==> src/rtl/intdiv_r2_multi.sv <==
// Iterative radix-2 restoring integer divider with leading-zero pre-alignment.
// Supports signed/unsigned operation and an optional half-width (word) mode
// whose results are sign-extended to the full datapath width.
module intdiv_r2_multi #(
  parameter int D_W     = 64,
  parameter bit WORD_EN = 1'b1
) (
  input  logic           clk,
  input  logic           rst,
  input  logic           flush_i,
  input  logic           start_valid_i,
  output logic           start_ready_o,
  input  logic           signed_op_i,
  input  logic           word_op_i,
  input  logic [D_W-1:0] dividend_i,
  input  logic [D_W-1:0] divisor_i,
  output logic           finish_valid_o,
  input  logic           finish_ready_i,
  output logic [D_W-1:0] quotient_o,
  output logic [D_W-1:0] remainder_o,
  output logic           divisor_is_zero_o
);

  localparam int H  = D_W / 2;
  localparam int CW = $clog2(D_W) + 1;

  typedef enum logic [2:0] {
    S_IDLE,
    S_PRE,
    S_ITER,
    S_POST,
    S_DONE
  } state_t;

  state_t r_state;
  state_t w_state_next;

  // Operands captured at the start handshake; they stay untouched until the
  // next accepted operation, so PRE and POST can both derive flags from them.
  logic [D_W-1:0] r_dvd;
  logic [D_W-1:0] r_dvs;
  logic           r_signed;
  logic           r_word;

  // Iteration datapath: one extra bit on remainder/divisor so no carry is lost.
  logic [D_W:0]   r_rem;
  logic [D_W:0]   r_div;
  logic [D_W-1:0] r_q;
  logic [CW-1:0]  r_cnt;

  logic [D_W-1:0] r_quotient;
  logic [D_W-1:0] r_remainder;
  logic           r_div_zero;

  // Count of leading zeros over the full datapath. The difference of two such
  // counts is independent of the effective width, so word mode reuses it.
  function automatic logic [CW-1:0] lzc(input logic [D_W-1:0] x);
    logic [CW-1:0] n;
    logic          found;
    n     = CW'(D_W);
    found = 1'b0;
    for (int i = D_W - 1; i >= 0; i--) begin
      if (!found && x[i]) begin
        n     = CW'(D_W - 1 - i);
        found = 1'b1;
      end
    end
    return n;
  endfunction

  function automatic logic [D_W-1:0] sext_half(input logic [D_W-1:0] x);
    return {{H{x[H-1]}}, x[H-1:0]};
  endfunction

  logic           w_start_fire;
  logic           w_word;
  logic [D_W-1:0] w_dvd_ext;
  logic [D_W-1:0] w_dvs_ext;
  logic           w_dvd_neg;
  logic           w_dvs_neg;
  logic [D_W-1:0] w_dvd_abs;
  logic [D_W-1:0] w_dvs_abs;
  logic [D_W-1:0] w_min;
  logic           w_dvs_zero;
  logic           w_ovf;
  logic           w_small;
  logic [CW-1:0]  w_lzc_dvd;
  logic [CW-1:0]  w_lzc_dvs;
  logic [CW-1:0]  w_k;
  logic [CW-1:0]  w_shift;
  logic [D_W:0]   w_diff;
  logic           w_ge;
  logic [D_W-1:0] w_q_raw;
  logic [D_W-1:0] w_r_raw;
  logic [D_W-1:0] w_q_fin;
  logic [D_W-1:0] w_r_fin;

  assign w_start_fire = (r_state == S_IDLE) && start_valid_i && !flush_i;
  assign w_word       = WORD_EN && r_word;

  // Operands reduced to the effective width and extended back to D_W.
  assign w_dvd_ext = !w_word ? r_dvd :
                     (r_signed ? sext_half(r_dvd) : {{H{1'b0}}, r_dvd[H-1:0]});
  assign w_dvs_ext = !w_word ? r_dvs :
                     (r_signed ? sext_half(r_dvs) : {{H{1'b0}}, r_dvs[H-1:0]});

  assign w_dvd_neg = r_signed && w_dvd_ext[D_W-1];
  assign w_dvs_neg = r_signed && w_dvs_ext[D_W-1];
  assign w_dvd_abs = w_dvd_neg ? -w_dvd_ext : w_dvd_ext;
  assign w_dvs_abs = w_dvs_neg ? -w_dvs_ext : w_dvs_ext;

  // Most negative value of the effective width, already sign-extended.
  assign w_min = w_word ? {{H{1'b1}}, 1'b1, {(H-1){1'b0}}} : {1'b1, {(D_W-1){1'b0}}};

  assign w_dvs_zero = (w_dvs_ext == '0);
  assign w_ovf      = r_signed && (w_dvd_ext == w_min) && (w_dvs_ext == '1);
  assign w_small    = (w_dvd_abs < w_dvs_abs);

  assign w_lzc_dvd = lzc(w_dvd_abs);
  assign w_lzc_dvs = lzc(w_dvs_abs);
  assign w_k       = (w_dvs_zero || w_ovf || w_small) ? '0
                   : (w_lzc_dvs - w_lzc_dvd + CW'(1));
  assign w_shift   = (w_k == '0) ? '0 : (w_k - CW'(1));

  // Trial subtraction for the current quotient bit.
  assign w_diff = r_rem - r_div;
  assign w_ge   = (r_rem >= r_div);

  // Result formation from the magnitude quotient/remainder and special cases.
  always_comb begin
    w_q_raw = '0;
    w_r_raw = '0;
    if (w_dvs_zero) begin
      w_q_raw = '1;
      w_r_raw = w_dvd_ext;
    end else if (w_ovf) begin
      w_q_raw = w_min;
      w_r_raw = '0;
    end else if (w_small) begin
      w_q_raw = '0;
      w_r_raw = w_dvd_ext;
    end else begin
      w_q_raw = (w_dvd_neg ^ w_dvs_neg) ? -r_q : r_q;
      w_r_raw = w_dvd_neg ? -r_rem[D_W-1:0] : r_rem[D_W-1:0];
    end
  end

  assign w_q_fin = w_word ? sext_half(w_q_raw) : w_q_raw;
  assign w_r_fin = w_word ? sext_half(w_r_raw) : w_r_raw;

  // State register.
  always_ff @(posedge clk or posedge rst) begin
    if (rst) r_state <= S_IDLE;
    else     r_state <= w_state_next;
  end

  // Next-state and handshake outputs; flush overrides every transition.
  always_comb begin
    w_state_next   = r_state;
    start_ready_o  = (r_state == S_IDLE);
    finish_valid_o = (r_state == S_DONE);
    if (flush_i) begin
      w_state_next = S_IDLE;
    end else begin
      case (r_state)
        S_IDLE: if (start_valid_i) w_state_next = S_PRE;
        S_PRE:  w_state_next = (w_k == '0) ? S_POST : S_ITER;
        S_ITER: if (r_cnt == CW'(1)) w_state_next = S_POST;
        S_POST: w_state_next = S_DONE;
        S_DONE: if (finish_ready_i) w_state_next = S_IDLE;
        default: w_state_next = S_IDLE;
      endcase
    end
  end

  // Operand capture, alignment, restoring iteration and result registers.
  always_ff @(posedge clk or posedge rst) begin
    if (rst) begin
      r_dvd       <= '0;
      r_dvs       <= '0;
      r_signed    <= 1'b0;
      r_word      <= 1'b0;
      r_rem       <= '0;
      r_div       <= '0;
      r_q         <= '0;
      r_cnt       <= '0;
      r_quotient  <= '0;
      r_remainder <= '0;
      r_div_zero  <= 1'b0;
    end else begin
      if (w_start_fire) begin
        r_dvd    <= dividend_i;
        r_dvs    <= divisor_i;
        r_signed <= signed_op_i;
        r_word   <= word_op_i;
      end
      if (r_state == S_PRE) begin
        r_rem <= {1'b0, w_dvd_abs};
        r_div <= {1'b0, w_dvs_abs} << w_shift;
        r_q   <= '0;
        r_cnt <= w_k;
      end
      if (r_state == S_ITER) begin
        r_rem <= w_ge ? w_diff : r_rem;
        r_q   <= {r_q[D_W-2:0], w_ge};
        r_div <= r_div >> 1;
        r_cnt <= r_cnt - CW'(1);
      end
      if ((r_state == S_POST) && !flush_i) begin
        r_quotient  <= w_q_fin;
        r_remainder <= w_r_fin;
        r_div_zero  <= w_dvs_zero;
      end
    end
  end

  assign quotient_o        = r_quotient;
  assign remainder_o       = r_remainder;
  assign divisor_is_zero_o = r_div_zero;

endmodule

==> config.mk <==
export PLATFORM = sky130hd
export DESIGN_NAME = intdiv_r2_multi
export DESIGN_NICKNAME = d
export VERILOG_FILES = /design/src/rtl/intdiv_r2_multi.sv
export SDC_FILE = /design/constraint.sdc
export NUM_CORES = 2
export LEC_CHECK = 0
export CORE_AREA = 3 3 337 339
export CTS_BUF_LIST = sky130_fd_sc_hd__clkbuf_16
export DETAILED_ROUTE_END_ITERATION = 6
export DIE_AREA = 0 0 340 342
export SLEW_MARGIN = 20
export SYNTH_ARGS = -nofsm -noshare
export SYNTH_HDL_FRONTEND = slang
export SYNTH_SLANG_ARGS = --single-unit
==> constraint.sdc <==
create_clock -name clk -period 24.7 [get_ports clk]
set_input_delay 4.94 -clock clk [delete_from_list [all_inputs] [get_ports clk]]
set_output_delay 4.94 -clock clk [all_outputs]
set_load 0.02 [all_outputs]
==> results by group <==
Status
  – Status: finished with violations
  – Failing checks: design-rule violations

Synthesis
  – Synth Area in Adders: 4.87%
  – Seq cells post-synth: between 400 and 500
  – Proportion of synthesized area in mux cells: 7.73%
  – Main synth FF type: dfrtp_1
  – Syn Std Cell Area: 0.0386 mm²
  – Register area share after synthesis: 30.0%
  – Post-synthesis area per instance: 8.13 µm²
  – Ys async rst share: 100%
  – Largest family of logic cells by synthesized area: compound AO/OA/AOI/OAI gates
  – Unique masters post-synth: between 100 and 150
  – Area fraction in compound gates after synthesis: roughly a quarter
  – Post-synth EDFFs: 0
  – Yosys warns: 0
  – Xor-xnor portion of the synthesized cell area: 7.19%
  – Synth Area in Simple Gates: 18.9%
  – Post-Syn Nets: 5038
  – Mapped Cells: 4754

Cells and area
  – Commonest non-fill, non-tap cell in the layout: nor2_1
  – Synthesis-to-layout area growth: 15.2%
  – Layout cells sized above 1: 9.37%
  – Commonest cells after routing, fill and taps aside: nor2_1, dfrtp_1, a21oi_1
  – # nets final: 5134
  – Final Util: 40.2%

GRT
  – Vias in the first global route: 36753
  – Largest net degree at the start of global routing: 100
  – Global-route wire length before repair: 243000 µm
  – GRT Overall Usage: 27.3%
  – GRT overflow: 0
  – Antenna violations before repair: 6

Setup path
  – Critical path type: reg -> reg
  – Critical path buffers and inverters: 8
  – Slowest CP cell: nand2_2
  – Reg2reg setup slack: 12.57 ns
  – Peak fanout along the critical path: 66
  – Startpoint types: register
  – Required @ worst endpoint: 25.27 ns
  – Most frequent CP cell: buf_4
  – Crit path DAT: 12.70 ns
  – Critical path capture point type: register
  – Worst path top cell family by delay: buffers and inverters
  – Slowest stage delay, CP: 0.96 ns

Run
  – Max Cap Violations: 0

Floorplanning
  – Die H: about 340 µm
  – Core area: 0.111 mm²
  – Initial Util: 34.9%
  – Boundary pin count: 266
  – Full die area: 0.116 mm²
  – Die Wd: 340 µm
  – Rows: 122

Timing
  – Hold_ws: 0.475 ns
  – Layout Skew: 0.0460 ns
  – Slew headroom: 14.5%
  – Final Max Slew Viols: 0
  – Worst slew pin tran: 1.27 ns
  – Fmax: 82.4 MHz
  – Final clock period utilization by the worst path: between 40% and 50%
  – Post-route minimum period: 12.13 ns
  – RSZ-0062 raised after global routing: false
  – Final setup vio count: 0
  – Setup TNS: 0 ns
  – Final Hold Fails: 0
  – Final WS setup: 12.57 ns

Routing
  – Vias per cell: 6.16
  – DR pass1 iterations: 7
  – Antenna Nets Post-Route: 0
  – Number of remaining DRC errors: 2
  – Detailed-route wire length per cell: 26.0 µm
  – Routed wire length: 166000 µm
  – Drt initial violations: 4525
  – Routed via count: between 30000 and 40000

CTS
  – Setup bufs post-CTS: 0
  – CTS Sinks: 463
  – H-tree depth: 2
  – Worst skew pair latency: 0.70 ns
  – CTS tree: done
  – Post-CTS resize count: 0
  – Clk slew on worst S/H paths: 0.06 ns
  – Num CTS Buffers: 56
  – Hold_buf cts: 0
  – Max Root-Sink Buffers: 3
  – CTS root buffer: clkbuf_16

Placement
  – GP Congestion: between 1 and 1.5
  – Buffers on Ports: 265
  – Setup Slack @ Placement: about 13 ns
  – Hpwl dp: 127000 µm

Min path
  – Min-Delay Path Class: reg -> reg
-- per-layer routing --
metal / vias to the layer above / part of all wire, % / global-route usage (%)
li1: 17673 / - / -
met1: 19051 / 40 / 35.2
met2: 2103 / 45 / 43.4
met3: 487 / 9.1 / 5.42
met4: 6 / 6.2 / 14.3
met5: - / 0.025 / 0
-- cells by family after synthesis --
family          after synthesis
compound gates             1542
xor+xnor                    310
fa+ha+maj                   149
buf+inv                     539
flops                       463
mux                         271
simple gates               1480
-- synthesized netlist by cell type, drive strengths merged (15+ instances only) --
cell | number | area [µm²]
xor2 | 125 | 1120
a22oi | 53 | 398
a22o | 54 | 473
nor4 | 77 | 667
nand2 | 375 | 1420
nor2 | 479 | 1810
ha | 147 | 1840
o21a | 32 | 240
o211ai | 56 | 434
or4 | 34 | 259
inv | 210 | 788
clkbuf | 244 | 916
nor3b | 17 | 133
a211oi | 35 | 263
o221ai | 27 | 236
a221oi | 46 | 403
a31oi | 47 | 294
and4 | 15 | 131
nor3 | 126 | 658
nand3 | 115 | 581
xnor2 | 183 | 1610
o22ai | 36 | 225
a222oi | 17 | 170
o22a | 29 | 254
and2 | 36 | 228
and3 | 22 | 138
mux2i | 93 | 947
a21oi | 438 | 2200
nand4 | 56 | 369
dfrtp | 463 | 11600
o31ai | 49 | 368
a211o | 16 | 140
buf | 84 | 434
mux2 | 175 | 1970
or3 | 28 | 180
o41ai | 26 | 235
nand2b | 28 | 175
o21bai | 19 | 143
nor2b | 27 | 169
o21ai | 368 | 1850
a21o | 79 | 593
-- area by class of cell --
type	instances	area (µm²)
fillers	11225	66200
multi-input cells	3752	25000
flip-flops and latches	463	11600
repair buffers	366	3410
well taps	1488	1860
clock buffers	56	1400
inverters	211	800
clock inverters	40	393
diodes	6	15.0
-- worst min-delay path, stage by stage, from the launching register on --
cell and delay, ns:
dfrtp_1 0.34, nand2_1 0.05, o21ai_0 0.06
-- worst paths after layout --
kind	from	to	cells after the start
setup / recovery	r_word	r_div[13]	30
hold / removal	quotient_o[15]	quotient_o[15]	2
setup reg to reg	r_word	r_div[13]	30
hold reg to reg	quotient_o[15]	quotient_o[15]	2
max in group asynchronous	rst	remainder_o[13]	4
min in group asynchronous	rst	quotient_o[19]	2
-- registers in the layout, indices dropped and copies added, names as in the netlist --
signal and flops:
r_div 65, divisor_is_zero_o 1, r_dvd 64, r_rem 65, r_signed 1, r_dvs 64, r_q 64, remainder_o 64
r_cnt 7, r_word 1, quotient_o 64, r_state 3
-- per-stage QoR --
step,cell area (µm²),std cells
final,44500,6382
after global routing,44500,6376
after CTS,44500,6376
after detailed placement,42700,6280
after global placement,42700,6280
after floorplan,38600,4754
Power is left out: the tool's default activity adds up to more than one toggle a clock period on the data nets, which glitch-free logic cannot reach.
